<file path="config.mk">
export PLATFORM = sky130hd
export DESIGN_NAME = xctcmsg_send_arbiter_flat
export DESIGN_NICKNAME = d
export VERILOG_FILES = /design/src/rtl/xctcmsg_send_arbiter_if.sv /design/src/rtl/xctcmsg_send_arbiter.sv /design/src/flat_wrapper.sv
export SDC_FILE = /design/constraint.sdc
export NUM_CORES = 1
export LEC_CHECK = 0
export CORE_MARGIN = 4
export CORE_UTILIZATION = 39
export CTS_CLUSTER_DIAMETER = 100
export DETAILED_ROUTE_END_ITERATION = 8
export PLACE_DENSITY_LB_ADDON = 0.05
export SYNTH_ARGS = -nofsm -noshare
export SYNTH_HDL_FRONTEND = slang
export SYNTH_SLANG_ARGS = --single-unit
</file>
<file path="constraint.sdc">
create_clock -name clk_i -period 3.65 [get_ports clk_i]
set_input_delay 0.9125 -clock clk_i [delete_from_list [all_inputs] [get_ports clk_i]]
set_output_delay 0.9125 -clock clk_i [all_outputs]
set_load 0.05 [all_outputs]
</file>
<file path="src/rtl/xctcmsg_send_arbiter_if.sv">
// Message type and the arbiter's bus bundle: per-requester valid/ready/data
// on one side, the registered send channel toward the NoC on the other.

package xctcmsg_pkg;

    typedef struct packed {
        logic [7:0]  dest;
        logic [3:0]  tag;
        logic [19:0] payload;
    } interface_send_data_t;

endpackage

interface xctcmsg_send_arbiter_if #(
    parameter int unsigned NUM_REQ = 2
);
    import xctcmsg_pkg::*;

    localparam int unsigned PTR_W = $clog2(NUM_REQ);

    // Requester side
    logic [NUM_REQ-1:0]   req_valid_i;
    logic [NUM_REQ-1:0]   req_ready_o;
    interface_send_data_t req_data_i [NUM_REQ];

    // Send channel side
    logic                 out_valid_o;
    logic                 out_ready_i;
    interface_send_data_t out_data_o;
    logic [PTR_W-1:0]     out_src_o;
    logic                 busy_o;

    // Arbiter view
    modport slave (
        input  req_valid_i,
        input  req_data_i,
        input  out_ready_i,
        output req_ready_o,
        output out_valid_o,
        output out_data_o,
        output out_src_o,
        output busy_o
    );

    // Environment view (requesters plus downstream consumer)
    modport master (
        output req_valid_i,
        output req_data_i,
        output out_ready_i,
        input  req_ready_o,
        input  out_valid_o,
        input  out_data_o,
        input  out_src_o,
        input  busy_o
    );

endinterface

</file>
<file path="src/rtl/xctcmsg_send_arbiter.sv">
// Round-robin arbiter sharing the xctcmsg send channel between NUM_REQ
// requesters, followed by a single registered output stage.

module xctcmsg_send_arbiter
    import xctcmsg_pkg::*;
#(
    parameter int unsigned NUM_REQ = 2
) (
    input  logic                   clk_i,
    input  logic                   rstn_i,
    xctcmsg_send_arbiter_if.slave  bus
);

    localparam int unsigned PTR_W = $clog2(NUM_REQ);
    localparam int unsigned CW    = PTR_W + 1;
    localparam logic [CW-1:0] NUM_REQ_C = CW'(NUM_REQ);

    logic [PTR_W-1:0]     rr_ptr;
    logic [PTR_W-1:0]     grant;
    logic [PTR_W-1:0]     ptr_after_grant;
    logic                 gnt_vld;
    logic                 load;
    logic [CW-1:0]        cand;
    logic [CW-1:0]        ptr_inc;
    logic                 found;

    logic                 out_valid;
    interface_send_data_t out_data;
    logic [PTR_W-1:0]     out_src;

    // Output register may take a new message when empty or being drained.
    assign load    = !out_valid || bus.out_ready_i;
    assign gnt_vld = |bus.req_valid_i;

    // Search requesters starting at rr_ptr; wrap by compare-and-subtract so
    // non-power-of-two NUM_REQ works.
    always_comb begin
        grant = '0;
        found = 1'b0;
        cand  = '0;
        for (int unsigned k = 0; k < NUM_REQ; k++) begin
            cand = {1'b0, rr_ptr} + CW'(k);
            if (cand >= NUM_REQ_C) begin
                cand = cand - NUM_REQ_C;
            end
            if (!found && bus.req_valid_i[cand[PTR_W-1:0]]) begin
                grant = cand[PTR_W-1:0];
                found = 1'b1;
            end
        end
    end

    // Pointer moves to the requester just after the winner.
    always_comb begin
        ptr_inc = {1'b0, grant} + CW'(1);
        if (ptr_inc >= NUM_REQ_C) begin
            ptr_inc = ptr_inc - NUM_REQ_C;
        end
        ptr_after_grant = ptr_inc[PTR_W-1:0];
    end

    // One-hot accept toward the winning requester, only when the output
    // register can take its message this cycle.
    always_comb begin
        bus.req_ready_o = '0;
        for (int unsigned i = 0; i < NUM_REQ; i++) begin
            bus.req_ready_o[i] = load && gnt_vld && (grant == PTR_W'(i));
        end
    end

    // Output stage and round-robin pointer; everything holds while stalled.
    always_ff @(posedge clk_i) begin
        if (!rstn_i) begin
            out_valid <= 1'b0;
            out_data  <= '0;
            out_src   <= '0;
            rr_ptr    <= '0;
        end else if (load) begin
            if (gnt_vld) begin
                out_valid <= 1'b1;
                out_data  <= bus.req_data_i[grant];
                out_src   <= grant;
                rr_ptr    <= ptr_after_grant;
            end else begin
                out_valid <= 1'b0;
            end
        end
    end

    assign bus.out_valid_o = out_valid;
    assign bus.out_data_o  = out_data;
    assign bus.out_src_o   = out_src;
    assign bus.busy_o      = out_valid || gnt_vld;

endmodule

</file>
<file path="src/flat_wrapper.sv">
// flat-port wrapper written by rule: the top's interface ports become plain ports
module xctcmsg_send_arbiter_flat import xctcmsg_pkg::*;
#(
    parameter int unsigned NUM_REQ = 2
)
  (clk_i, rstn_i, bus_req_valid_i, bus_req_data_i, bus_out_ready_i, bus_req_ready_o, bus_out_valid_o, bus_out_data_o, bus_out_src_o, bus_busy_o);
  xctcmsg_send_arbiter_if #(.NUM_REQ(NUM_REQ)) bus_i ();
  input  logic clk_i;
  input  logic rstn_i;
  input wire logic [$bits(bus_i.req_valid_i)-1:0] bus_req_valid_i;
  input wire logic [$bits(bus_i.req_data_i)-1:0] bus_req_data_i;
  input wire logic [$bits(bus_i.out_ready_i)-1:0] bus_out_ready_i;
  output wire logic [$bits(bus_i.req_ready_o)-1:0] bus_req_ready_o;
  output wire logic [$bits(bus_i.out_valid_o)-1:0] bus_out_valid_o;
  output wire logic [$bits(bus_i.out_data_o)-1:0] bus_out_data_o;
  output wire logic [$bits(bus_i.out_src_o)-1:0] bus_out_src_o;
  output wire logic [$bits(bus_i.busy_o)-1:0] bus_busy_o;
  assign bus_i.req_valid_i = bus_req_valid_i;
  assign bus_i.req_data_i = {>>{bus_req_data_i}};
  assign bus_i.out_ready_i = bus_out_ready_i;
  assign bus_req_ready_o = bus_i.req_ready_o;
  assign bus_out_valid_o = bus_i.out_valid_o;
  assign bus_out_data_o = bus_i.out_data_o;
  assign bus_out_src_o = bus_i.out_src_o;
  assign bus_busy_o = bus_i.busy_o;
  xctcmsg_send_arbiter #(.NUM_REQ(NUM_REQ)) u_core (.clk_i(clk_i), .rstn_i(rstn_i), .bus(bus_i));
endmodule
</file>
==> results.json <==
{
  "status": "completed",
  "antenna_found_initial": 0,
  "switching_power_mw": 0.360,
  "cellLeakagePower_nw": 0.977,
  "crit_required_ps": 2740,
  "slew_headroom_pct": 49.7,
  "pwr-share-clk_pct": 28.4,
  "drt_pass1_iterations": 4,
  "pwr-share-comb_pct": 32.7,
  "gp_congestion": 0.768,
  "cpPeakStageDelay_ps": 460,
  "path_buf_inv": 4,
  "dieArea_um2": 5430,
  "arrival_ps": 2090,
  "gr-total-overflow": 0,
  "grt_max_degree": 45,
  "dieWidth_um": 73.7,
  "n_fill_cell": 348,
  "portBuffers": 105,
  "setup_viol": 0,
  "path_max_fanout": 22,
  "tightest_slew_ps": 753,
  "p_int_mw": 0.737,
  "fin_crit_ps": 3000,
  "post-cts-setup-buffers": 0,
  "ys_seq_area_share_pct": 41.6,
  "timing_worst_setup_path_type": "in -> out",
  "ctsResizeCount": 0,
  "min_path_type": "reg -> reg",
  "rows": 23,
  "cp-start-kind": "input pin",
  "yosysWarnings": 0,
  "maxCapViolations": 0,
  "seqPwrFrac_pct": 38.9,
  "gr-usage-all-layers_pct": 21.3,
  "finalSetupTns_ps": 0,
  "n_antenna_cell": 0,
  "slew_violations": 0,
  "power_density_nw_per_um2": 389,
  "cts.sinks": 35,
  "die-height_um": 73.7,
  "cts_made_buffers": 5,
  "initial_core_util_pct": 41.2,
  "min_period_over_period_pct": 82.2,
  "ys_seq_elements": 35,
  "skew_ps": 5.65,
  "ctsHoldBuffers": 0,
  "io_pins": 106,
  "drive_gt1_share_pct": 7.00,
  "cp_slowest_cell": "clkdlybuf4s50_1",
  "fin_hold_ws_ps": 491,
  "post_drt_wl_per_cell_um": 16.4,
  "drt_iter0_drc": 201,
  "htreeDepth": 2,
  "crit_family": "buffers and inverters",
  "finalNonFillerCells": 350,
  "avgViaCountPerCell": 5.78,
  "avgSynthCellArea_um2": 8.17,
  "cts_buffer_depth": 2,
  "grt_pass1_wl_um": 9160,
  "irDropWorstVdd_mv": 0.247,
  "cts_root_buf": "clkbuf_8",
  "core-area_um2": 4090,
  "clkLatencyLatePin_ps": 290,
  "grt_pass1_vias": 1951,
  "syn2layout_area_growth_pct": 67.4,
  "syn_area_um2": 1680,
  "rsz0062_at_grt": "no",
  "power_mw": 1.10,
  "antenna_left": 0,
  "drc": 0,
  "synthCells": 206,
  "num_vias": 2023,
  "crit_path_end_kind": "primary output",
  "worstPathCellList": "clkdlybuf4s50_1, nand2b_2, buf_4, nand2_1, inv_1, buf_12",
  "fmax_mhz": 333,
  "tritoncts": "built",
  "finalNetCount": 368,
  "p_sw_share_pct": 32.8,
  "wl_um": 5740,
  "clk_pin_slew_ps": 70,
  "hold_viol": 0,
  "syn_nets": 275,
  "synth.distinct_cells": 21,
  "hpwl_um": 3770,
  "dp_cells": 342
}
registers in the layout (all words and copies together), names as in the netlist:
register	count
u_core.bus.out_data_o	32
u_core.bus.out_src_o	1
u_core.bus.out_valid_o	1
u_core.rr_ptr	1
cells in the final DEF, fill, tap and decap left out:
master / count
nand2b_2: 1
a21oi_1: 3
a21boi_4: 1
buf_12: 2
nand3_1: 33
inv_1: 2
o21ai_0: 27
nand2b_1: 1
clkbuf_1: 1
a31oi_1: 32
o21ai_1: 7
buf_4: 9
or3_1: 1
clkdlybuf4s50_1: 102
dfxtp_1: 35
nor2_4: 1
nand4_1: 32
clkinv_1: 1
nand2_1: 1
and2b_1: 1
clkbuf_8: 7
cell families (layout without fill, tap and decap cells):
group	Yosys count	after routing	share of synthesized area [%]
flip-flops	35	35	41.6
AND/OR/NAND/NOR	71	71	24.2
buffers and inverters	30	124	10.2
AO/OA/AOI/OAI	70	70	24.0
power groups by stage:
stage / clock network (mW) / logic (mW) / registers [mW]
after floorplan: 0 / 0.106 / 0.533
after global placement: 0 / 0.359 / 0.434
after detailed placement: 0 / 0.359 / 0.435
after CTS: 0.316 / 0.360 / 0.426
after global routing: 0.330 / 0.379 / 0.430
final: 0.311 / 0.359 / 0.426
final timing paths:
kind	startpoint	end	slack, ps	cells after the start
worst min register to register	u_core.bus.out_src_o	u_core.bus.out_src_o	490	2
worst max-delay path	bus_out_ready_i	bus_req_ready_o[0]	650	6
worst max register to register	u_core.rr_ptr	u_core.bus.out_data_o[13]	2340	4
worst min-delay path	u_core.bus.out_src_o	u_core.bus.out_src_o	490	2
worst min-delay path, stage by stage (launching register included):
cell and delay [ps]:
dfxtp_1 310, o21ai_0 70, a21oi_1 60
layout make-up:
class	count	area, um2	area share [%]
Clock buffer	8	100	3.55
Timing Repair Buffer	113	1130	40.1
Multi-Input combinational cell	141	813	28.9
Sequential cell	35	701	24.9
Inverter	3	11.3	0.400
Tap cell	50	62.6	2.22
synthesized netlist by cell type:
master	instances	share of area, %
a21boi_4	1	1.1
a21oi_1	3	0.89
a31oi_1	32	12
and2b_1	1	0.45
buf_1	1	0.22
buf_2	7	2.1
buf_4	4	1.8
buf_6	4	2.7
clkbuf_1	7	1.6
clkbuf_2	4	1.2
clkinv_1	1	0.22
dfxtp_1	35	42
inv_1	2	0.45
nand2_1	1	0.22
nand2b_1	2	0.74
nand3_1	33	9.8
nand4_1	32	12
nor2_4	1	0.67
o21ai_0	27	8.0
o21ai_1	7	2.1
or3_1	1	0.37
metal layers:
metal / global-route usage, % / part of all wire, % / vias to the layer above
li1: - / - / 984
met1: 27.6 / 45 / 940
met2: 34.0 / 44 / 90
met3: 5.61 / 9.7 / 9
met4: 7.44 / 1.6 / 0
met5: 0 / 0 / -
per-stage QoR:
| step | worst slack, ps | util [%] | instance area (um2) |
|---|---|---|---|
| CTS | 646 | 68.9 | 2820 |
| global placement | 661 | 66.5 | 2720 |
| detailed placement | 648 | 66.5 | 2720 |
| global route | 587 | 68.9 | 2820 |
| floorplan | 934 | - | 1680 |
| finish | 650 | 68.9 | 2820 |
(Power assumes the default switching activity.)
